`src/rtl/coherent_rd_pacer_pkg.sv`:
```
// Shared types and widths for the coherent read pacer and its hold timer.
package sync_coherent_pkg;

    typedef enum logic {
        IDLE = 1'b0,
        HOLD = 1'b1
    } pacer_state_t;

    localparam int HOLD_CNT_W    = 16;
    localparam int STATS_UPD_W   = 32;
    localparam int STATS_STALL_W = 16;

endpackage

```
`src/rtl/coherent_rd_pacer_hold_timer.sv`:
```
// Loadable 16-bit down-counter that times the dwell of each popped value.
// expire is high while the count sits at 1, the last cycle of a hold.
module hold_timer
    import sync_coherent_pkg::*;
(
    input  logic                  clk,
    input  logic                  resetn,
    input  logic                  clear,
    input  logic                  load,
    input  logic [HOLD_CNT_W-1:0] load_value,
    input  logic                  count_en,
    output logic [HOLD_CNT_W-1:0] value,
    output logic                  expire
);

    // Load on a pop, otherwise count down while enabled, never below zero.
    always_ff @(posedge clk or negedge resetn) begin
        if (!resetn) begin
            value <= '0;
        end else if (clear) begin
            value <= '0;
        end else if (load) begin
            value <= load_value;
        end else if (count_en && (value != '0)) begin
            value <= value - 1'b1;
        end
    end

    assign expire = (value == HOLD_CNT_W'(1));

endmodule

```
`src/rtl/coherent_rd_pacer.sv`:
```
// Paces pops from a first-word-fall-through FIFO so that every queued value
// is held on dout for at least HOLD_CYCLES clocks, in order.
// Define COHERENT_RD_PACER_STATS_EN to add update_count/stall_count ports.
module coherent_rd_pacer
    import sync_coherent_pkg::*;
#(
    parameter int               WIDTH        = 1,
    parameter int               HOLD_CYCLES  = 4,
    parameter logic [WIDTH-1:0] DOUT_DEFAULT = '0
) (
    input  logic             clk,
    input  logic             resetn,
    input  logic             clear,
    input  logic             pause,
    input  logic             fifo_empty,
    input  logic [WIDTH-1:0] fifo_rd_data,
    output logic             fifo_rd_en,
    output logic [WIDTH-1:0] dout,
    output logic             dout_update,
    output logic             busy
`ifdef COHERENT_RD_PACER_STATS_EN
    ,
    output logic [STATS_UPD_W-1:0]   update_count,
    output logic [STATS_STALL_W-1:0] stall_count
`endif
);

    localparam logic [HOLD_CNT_W-1:0] HOLD_LOAD  = HOLD_CNT_W'(HOLD_CYCLES - 1);
    localparam bit                    MULTI_HOLD = (HOLD_CYCLES > 1);

    pacer_state_t          state_q;
    pacer_state_t          state_d;
    logic                  pop_go;
    logic                  hold_expire;
    logic [HOLD_CNT_W-1:0] hold_value;

    // resetn gates the strobe so the FIFO is never popped while in reset.
    assign pop_go     = resetn && (state_q == IDLE) && !fifo_empty && !pause && !clear;
    assign fifo_rd_en = pop_go;
    assign busy       = (state_q == HOLD);

    hold_timer u_hold_timer (
        .clk        (clk),
        .resetn     (resetn),
        .clear      (clear),
        .load       (pop_go),
        .load_value (HOLD_LOAD),
        .count_en   (state_q == HOLD),
        .value      (hold_value),
        .expire     (hold_expire)
    );

    // State register.
    always_ff @(posedge clk or negedge resetn) begin
        if (!resetn) begin
            state_q <= IDLE;
        end else begin
            state_q <= state_d;
        end
    end

    // Next state: enter HOLD on a pop (unless single-cycle dwell), leave when the timer expires.
    always_comb begin
        state_d = state_q;
        if (clear) begin
            state_d = IDLE;
        end else begin
            case (state_q)
                IDLE: if (pop_go && MULTI_HOLD) state_d = HOLD;
                HOLD: if (hold_expire)          state_d = IDLE;
                default: state_d = IDLE;
            endcase
        end
    end

    // Output register: capture the FIFO head on a pop and pulse dout_update afterwards.
    always_ff @(posedge clk or negedge resetn) begin
        if (!resetn) begin
            dout        <= DOUT_DEFAULT;
            dout_update <= 1'b0;
        end else if (clear) begin
            dout        <= DOUT_DEFAULT;
            dout_update <= 1'b0;
        end else begin
            dout_update <= pop_go;
            if (pop_go) begin
                dout <= fifo_rd_data;
            end
        end
    end

`ifdef COHERENT_RD_PACER_STATS_EN
    logic stall_event;
    assign stall_event = !fifo_empty && !pop_go;

    // Saturating counters of pops and of cycles where data waited behind a hold or pause.
    always_ff @(posedge clk or negedge resetn) begin
        if (!resetn) begin
            update_count <= '0;
            stall_count  <= '0;
        end else if (clear) begin
            update_count <= '0;
            stall_count  <= '0;
        end else begin
            if (pop_go && (update_count != '1)) begin
                update_count <= update_count + 1'b1;
            end
            if (stall_event && (stall_count != '1)) begin
                stall_count <= stall_count + 1'b1;
            end
        end
    end
`endif

endmodule

```
`config.mk`:
```
export PLATFORM = sky130hd
export DESIGN_NAME = coherent_rd_pacer
export DESIGN_NICKNAME = d
export VERILOG_FILES = /design/src/rtl/coherent_rd_pacer_pkg.sv /design/src/rtl/coherent_rd_pacer_hold_timer.sv /design/src/rtl/coherent_rd_pacer.sv
export SDC_FILE = /design/constraint.sdc
export NUM_CORES = 1
export LEC_CHECK = 0
export ABC_AREA = 1
export CAP_MARGIN = 20
export CORE_MARGIN = 2
export CORE_UTILIZATION = 25
export CTS_CLUSTER_SIZE = 16
export DETAILED_ROUTE_END_ITERATION = 10
export PLACE_DENSITY = 0.52
export SKIP_LAST_GASP = 1
export SYNTH_ARGS = -nofsm -noshare
export SYNTH_HDL_FRONTEND = slang
export SYNTH_HIERARCHICAL = 1
export SYNTH_SLANG_ARGS = --single-unit
export TNS_END_PERCENT = 20
```
`constraint.sdc`:
```
create_clock -name clk -period 3.55 [get_ports clk]
set_clock_uncertainty 0.1 [all_clocks]
set_input_delay 0.71 -clock clk [delete_from_list [all_inputs] [get_ports clk]]
set_output_delay 0.71 -clock clk [all_outputs]
set_load 0.1 [all_outputs]
```
==> qor.csv, run 1 <==
metric;value;unit
pwr dens;628;mW/mm^2
reg2reg start;busy;
via count;1329;
routed wire length;3500;um
Fin. Hold Viols;0;
wire per inst;11.0;um
Worst Hold Path Cells;2;
deepest clock path buffer count;2;
YS warnings;6;
hold_buf cts;0;
GR Layer Usage met2;18.9;%
antenna violations before repair;0;
Clock Latency Late Sink;0.26;ns
met1 Use GR;17.1;%
post-route cell area;0.00169;mm^2
syn_area_per_cell;6.33;um^2
Worst Tran Pin Value;0.971;ns
Initial Util;25.7;%
first-pass GRT wire length;5900;um
TritonRoute pass-1 iters;4;
CP Launch Type;input pin;
initial detailed-routing violation count;58;
P&R area growth vs syn;19.9;%
highest-count cells in the layout ignoring fill and taps;82 x nand2_1, 27 x nor2_1, 21 x inv_1;
total negative setup slack;0;ns
slowest stage delay, CP;0.57;ns
top cell type's share of synthesized area;33.8;%
clk sinks;19;
HP Start;dout;
Crit Path Class;input pin to primary output;
Die H;79.0;um
fin cells;319;
Reg2Reg Setup Slack;1.42;ns
Final Setup Violations;0;
DRC viols;0;
CTS tree;done;
max cap viols;0;
antenna cells;0;
largest cells by area after synthesis;dfrtp_1 34%, nand2_1 22%, nor2_1 7.5%, nand3_1 5.7%, o21ai_0 5.7%;
Slew Limit Fails;0;
share of layout cells above drive strength 1;10.5;%
WP data required;2.74;ns
RSZ-0062 raised after global routing;no;
Die Area;0.00624;mm^2
Core Util, Final;30.8;%
most common cell after layout, fill and taps aside;nand2_1;
Vias/cell;4.17;
Routability Congestion;0.807;
Mapped Area;0.00141;mm^2
critical path capture point type;primary output;
Synth Register Bits;19;
Port Buffer Count;9;
synth unique cells;25;
CP delay by family, top;buffers and inverters;
grt peak-use layer;met2;
post-CTS sizing;0;
CTS buffer count;3;
maximum vdd drop;186;uV
grt total ovfl;0;
worst path cell trace;clkdlybuf4s50_1, inv_1, nor2_2, nand2_2, nor2_2, buf_12;
Hold Path Sink;dout;
post-DP HPWL;2630;um
run status;complete, no violations;
Final min period;2.79;ns
HP Class;register to register;
period utilization;78.7;%
WP buf/inv;3;
M3 GR Usage;1.82;%
Synth area leader;dfrtp_1;
nets;256;
Slew Limit Headroom;35.0;%
DRT antenna net count;0;
# placed instances;315;
reg-to-reg endpoint;u_hold_timer/value[3];
pin count of the biggest net entering global routing;25;
post-synthesis sequential area ratio;33.8;%
critical path fanouts, max;4;
FMAX;358;MHz
leak pwr;0.876;nW
DIE WIDTH;79.0;um
core area;0.00547;mm^2
# H-tree levels;1;
DP Worst Slack;0.535;ns
Clock Pin Slew Worst Setup and Hold Paths;0.08;ns
post-synthesis cell count;222;
overall power;1.06;mW
slowest CP cell;clkdlybuf4s50_1;
row count;27;
vias in the first global route;1192;
I/O pins;10;
Setup Buffers After CTS;0;
dpl cell area;0.00164;mm^2
CP arrival;1.98;ns
CTS Root Cell;clkbuf_8;
hold slack;0.413;ns
Setup WS post-layout;0.757;ns
CP dominant cell by count;nor2_2;
r2r worst-path depth;8;
total track usage;12.0;%
==> how the worst max path moves through the flow <==
stage                     startpoint  slack, ns                endpoint  cells past startpoint
after floorplan                 busy       0.38  u_hold_timer/value[14]                      8
after global placement        resetn       0.56   u_hold_timer/value[4]                      9
after detailed placement      resetn       0.54   u_hold_timer/value[1]                     10
after CTS                     resetn       0.76              fifo_rd_en                      6
after global routing          resetn       0.57   u_hold_timer/value[6]                      9
final                         resetn       0.76              fifo_rd_en                      6
==> state kept, by name (all words and copies together), names as in the netlist <==
signal              cells
busy                    1
dout                    1
dout_update             1
u_hold_timer/value     16
==> per-layer routing <==
metal,wire length (um),part of all wire (%)
met1,1800,51
met2,1610,46
met3,75,2.1
met4,18,0.51
met5,0,0
==> final cells by class <==
cell class              instances  area [um^2]
flip-flops and latches         19          475
inverters                      22         83.8
well taps                      72         90.1
multi-input cells             191          878
fillers                       615         3790
clock buffers                   4         45.0
repair buffers                 11          113
==> tightest hold or removal path, cell delays in order, from the launching register on <==
cell     delay (ns)
dfrtp_1        0.35
nand3_1        0.08
nand2_1        0.06
==> Yosys cell counts <==
| master | number |
|---|---|
| o21ai_0 | 16 |
| nor2_4 | 2 |
| a31oi_1 | 1 |
| nor2_2 | 4 |
| o21ai_2 | 1 |
| nand2_4 | 1 |
| nand4_1 | 3 |
| nand3b_1 | 2 |
| ha_1 | 2 |
| o21ai_1 | 2 |
| conb_1 | 2 |
| nand3_1 | 16 |
| nor2_1 | 28 |
| buf_6 | 1 |
| a21oi_1 | 5 |
| nand2_1 | 82 |
| clkinv_2 | 1 |
| nand2_2 | 3 |
| inv_1 | 21 |
| clkbuf_1 | 3 |
| nor3_1 | 1 |
| dfrtp_1 | 19 |
| or2_2 | 4 |
| nand3_4 | 1 |
| a21oi_2 | 1 |
==> where the power goes <==
group | total, mW | switching, mW | internal, mW
logic | 0.605 | 0.387 | 0.218
clock network | 0.159 | 0.0791 | 0.0799
registers | 0.295 | 0.0448 | 0.251
==> cell families after synthesis <==
logic type	Yosys count	synth area share, %
buffers and inverters	26	7.57
adders and majority gates	2	1.78
AOI/OAI and AO/OA	26	9.88
DFF	19	33.8
and+or+nand+nor	147	46.4
other	2	0.534
Power figures use the tool's default switching activity.
==> run 2: changes to the inputs <==
==> constraint.sdc (replaced) <==
create_clock -name clk -period 2.65 [get_ports clk]
set_clock_uncertainty 0.1 [all_clocks]
set_input_delay 0.53 -clock clk [delete_from_list [all_inputs] [get_ports clk]]
set_output_delay 0.53 -clock clk [all_outputs]
set_load 0.1 [all_outputs]
==> run 2 against run 1 <==
  * Worst setup slack worse by 0.47 ns
  * Via count is 0.90% higher
  * Clock power is 36% higher
  * First-iteration DRC count is 29% higher
  * Flip-flop and latch count stayed put
  * Worst hold slack better by 0.013 ns
  * Critical path depth stayed put
  * Sequential power is 34% higher
  * Register-to-register slack worse by 0.64 ns
  * Design area is 1.9% higher
  * Total power is 36% higher
  * Sequential share of layout area is 0.44 points lower
  * Critical path type unchanged
  * Critical endpoint unchanged
  * Largest power group unchanged
  * Highest routed layer unchanged
==> qor.csv, run 2 (same netlist as run 1, synthesis figures left out) <==
metric;value;unit;change
run status;complete, no violations;;
post-CTS sizing;0;;unchanged
Port Buffer Count;9;;unchanged
Vias/cell;4.15;;-0.35%
CTS Root Cell;clkbuf_8;;
Setup Buffers After CTS;0;;unchanged
DRT antenna net count;0;;unchanged
RSZ-0062 raised after global routing;no;;
Routability Congestion;0.829;;+2.7%
post-DP HPWL;2710;um;+3.1%
pin count of the biggest net entering global routing;20;;-20%
highest-count cells in the layout ignoring fill and taps;82 x nand2_1, 27 x nor2_1, 21 x inv_1;;
period utilization;89.0;%;
DIE WIDTH;79.0;um;unchanged
grt total ovfl;0;;unchanged
P_int;0.740;mW;+35%
Slew Limit Fails;0;;unchanged
Clk pwr share;15.0;%;about the same
antenna cells;0;;unchanged
CP Launch Type;input pin;;
TritonRoute pass-1 iters;5;;+1
most common cell after layout, fill and taps aside;nand2_1;;
Final min period;2.36;ns;
Die Area;0.00624;mm^2;unchanged
Comb pwr share;57.6;%;+0.5 points
Final Setup Violations;0;;unchanged
HP Class;register to register;;
WP data required;2.02;ns;-0.72 ns
critical path capture point type;primary output;;
clk sinks;19;;unchanged
max reg flops;16;;unchanged
Die H;79.0;um;unchanged
vias in the first global route;1275;;+7.0%
routed wire length;3610;um;+3.2%
total track usage;12.6;%;+0.61 points
Fin. Hold Viols;0;;unchanged
CTS buffer count;3;;unchanged
Sw Share;48.5;%;+0.26 points
I/O pins;10;;unchanged
CTS tree;done;;
antenna violations before repair;0;;unchanged
core area;0.00547;mm^2;unchanged
wire per inst;11.2;um;+2.0%
Core Util, Final;31.4;%;+0.57 points
via count;1341;;+0.90%
Largest Register;u_hold_timer/value;;
leak pwr;0.897;nW;+2.4%
# H-tree levels;1;;unchanged
row count;27;;unchanged
CP arrival;1.73;ns;-0.25 ns
nets;260;;+1.6%
share of layout cells above drive strength 1;13.1;%;+2.6 points
Reg power frac;27.4;%;-0.5 points
DRC viols;0;;unchanged
total negative setup slack;0;ns;unchanged
initial detailed-routing violation count;75;;+29%
Crit Path Class;input pin to primary output;;
Initial Util;25.7;%;unchanged
hold_buf cts;0;;unchanged
critical path fanouts, max;4;;unchanged
Clock Latency Late Sink;0.26;ns;about the same
NetSw;0.696;mW;+36%
maximum vdd drop;256;uV;+37%
pwr dens;837;mW/mm^2;+33%
overall power;1.44;mW;+36%
P&R area growth vs syn;22.2;%;
FMAX;424;MHz;
first-pass GRT wire length;6130;um;+4.0%
deepest clock path buffer count;2;;unchanged
max cap viols;0;;unchanged
Clock Pin Slew Worst Setup and Hold Paths;0.07;ns;about the same
[run 2: cell types whose count changed in the layout (fill, tap and decap cells not counted)]
cell,change
buf_4,+6
clkdlybuf4s50_1,-2
dfrtp_1,-1
dfrtp_2,+1
nor2_2,-1
nor2_4,+1
[run 2: cell type report]
class,count,area (um^2)
sequential,19,477
clock buffer,4,45.0
timing repair buffer,15,138
fill,640,3760
multi-input combinational,191,883
tap,72,90.1
inverter,22,83.8
[run 2: power by group through the flow]
| stage | Clock [mW] | Sequential (mW) | Combinational (mW) |
|---|---|---|---|
| 2_1_floorplan | 0 | 0.400 | 0.651 |
| 3_3_place_gp | 0 | 0.401 | 0.823 |
| 3_5_place_dp | 0 | 0.401 | 0.827 |
| 4_1_cts | 0.227 | 0.395 | 0.832 |
| 5_1_grt | 0.238 | 0.402 | 0.965 |
| 6_report | 0.216 | 0.394 | 0.827 |
[run 2: through the flow]
stage / instance area, um^2 / worst slack [ns] / hold slack, ns / std cells
6_report: 1720 / 0.292 / 0.426 / 323
5_1_grt: 1720 / 0.174 / 0.445 / 323
4_1_cts: 1720 / 0.266 / 0.425 / 323
3_5_place_dp: 1670 / 0.157 / 0.403 / 319
3_3_place_gp: 1670 / 0.186 / 0.397 / 319
2_1_floorplan: 1470 / 0.0834 / 0.134 / 236
[run 2: final timing paths]
path / start / to / slack [ns] / cells after the start
max: resetn / fifo_rd_en / 0.29 / 6
min: u_hold_timer/value[1] / u_hold_timer/value[1] / 0.43 / 2
max reg2reg: u_hold_timer/value[0] / u_hold_timer/value[3] / 0.78 / 9
min reg2reg: u_hold_timer/value[1] / u_hold_timer/value[1] / 0.43 / 2
max in group asynchronous: resetn / busy / 1.56 / 2
min in group asynchronous: resetn / u_hold_timer/value[7] / 0.64 / 2
[run 2: metal layers]
| metal | routed length [um] | track usage [%] | vias up |
|---|---|---|---|
| met3 | 130 | 2.84 | 2 |
| li1 | - | - | 740 |
| met1 | 1860 | 17.7 | 579 |
| met5 | 0 | 0 | - |
| met2 | 1600 | 20.1 | 20 |
| met4 | 15 | 2.07 | 0 |
[run 2: worst max-delay path, stage by stage]
cell             delay [ns]
clkdlybuf4s50_1        0.55
inv_1                  0.07
nor2_2                 0.11
nand2_2                0.11
nor2_4                 0.16
buf_12                 0.19
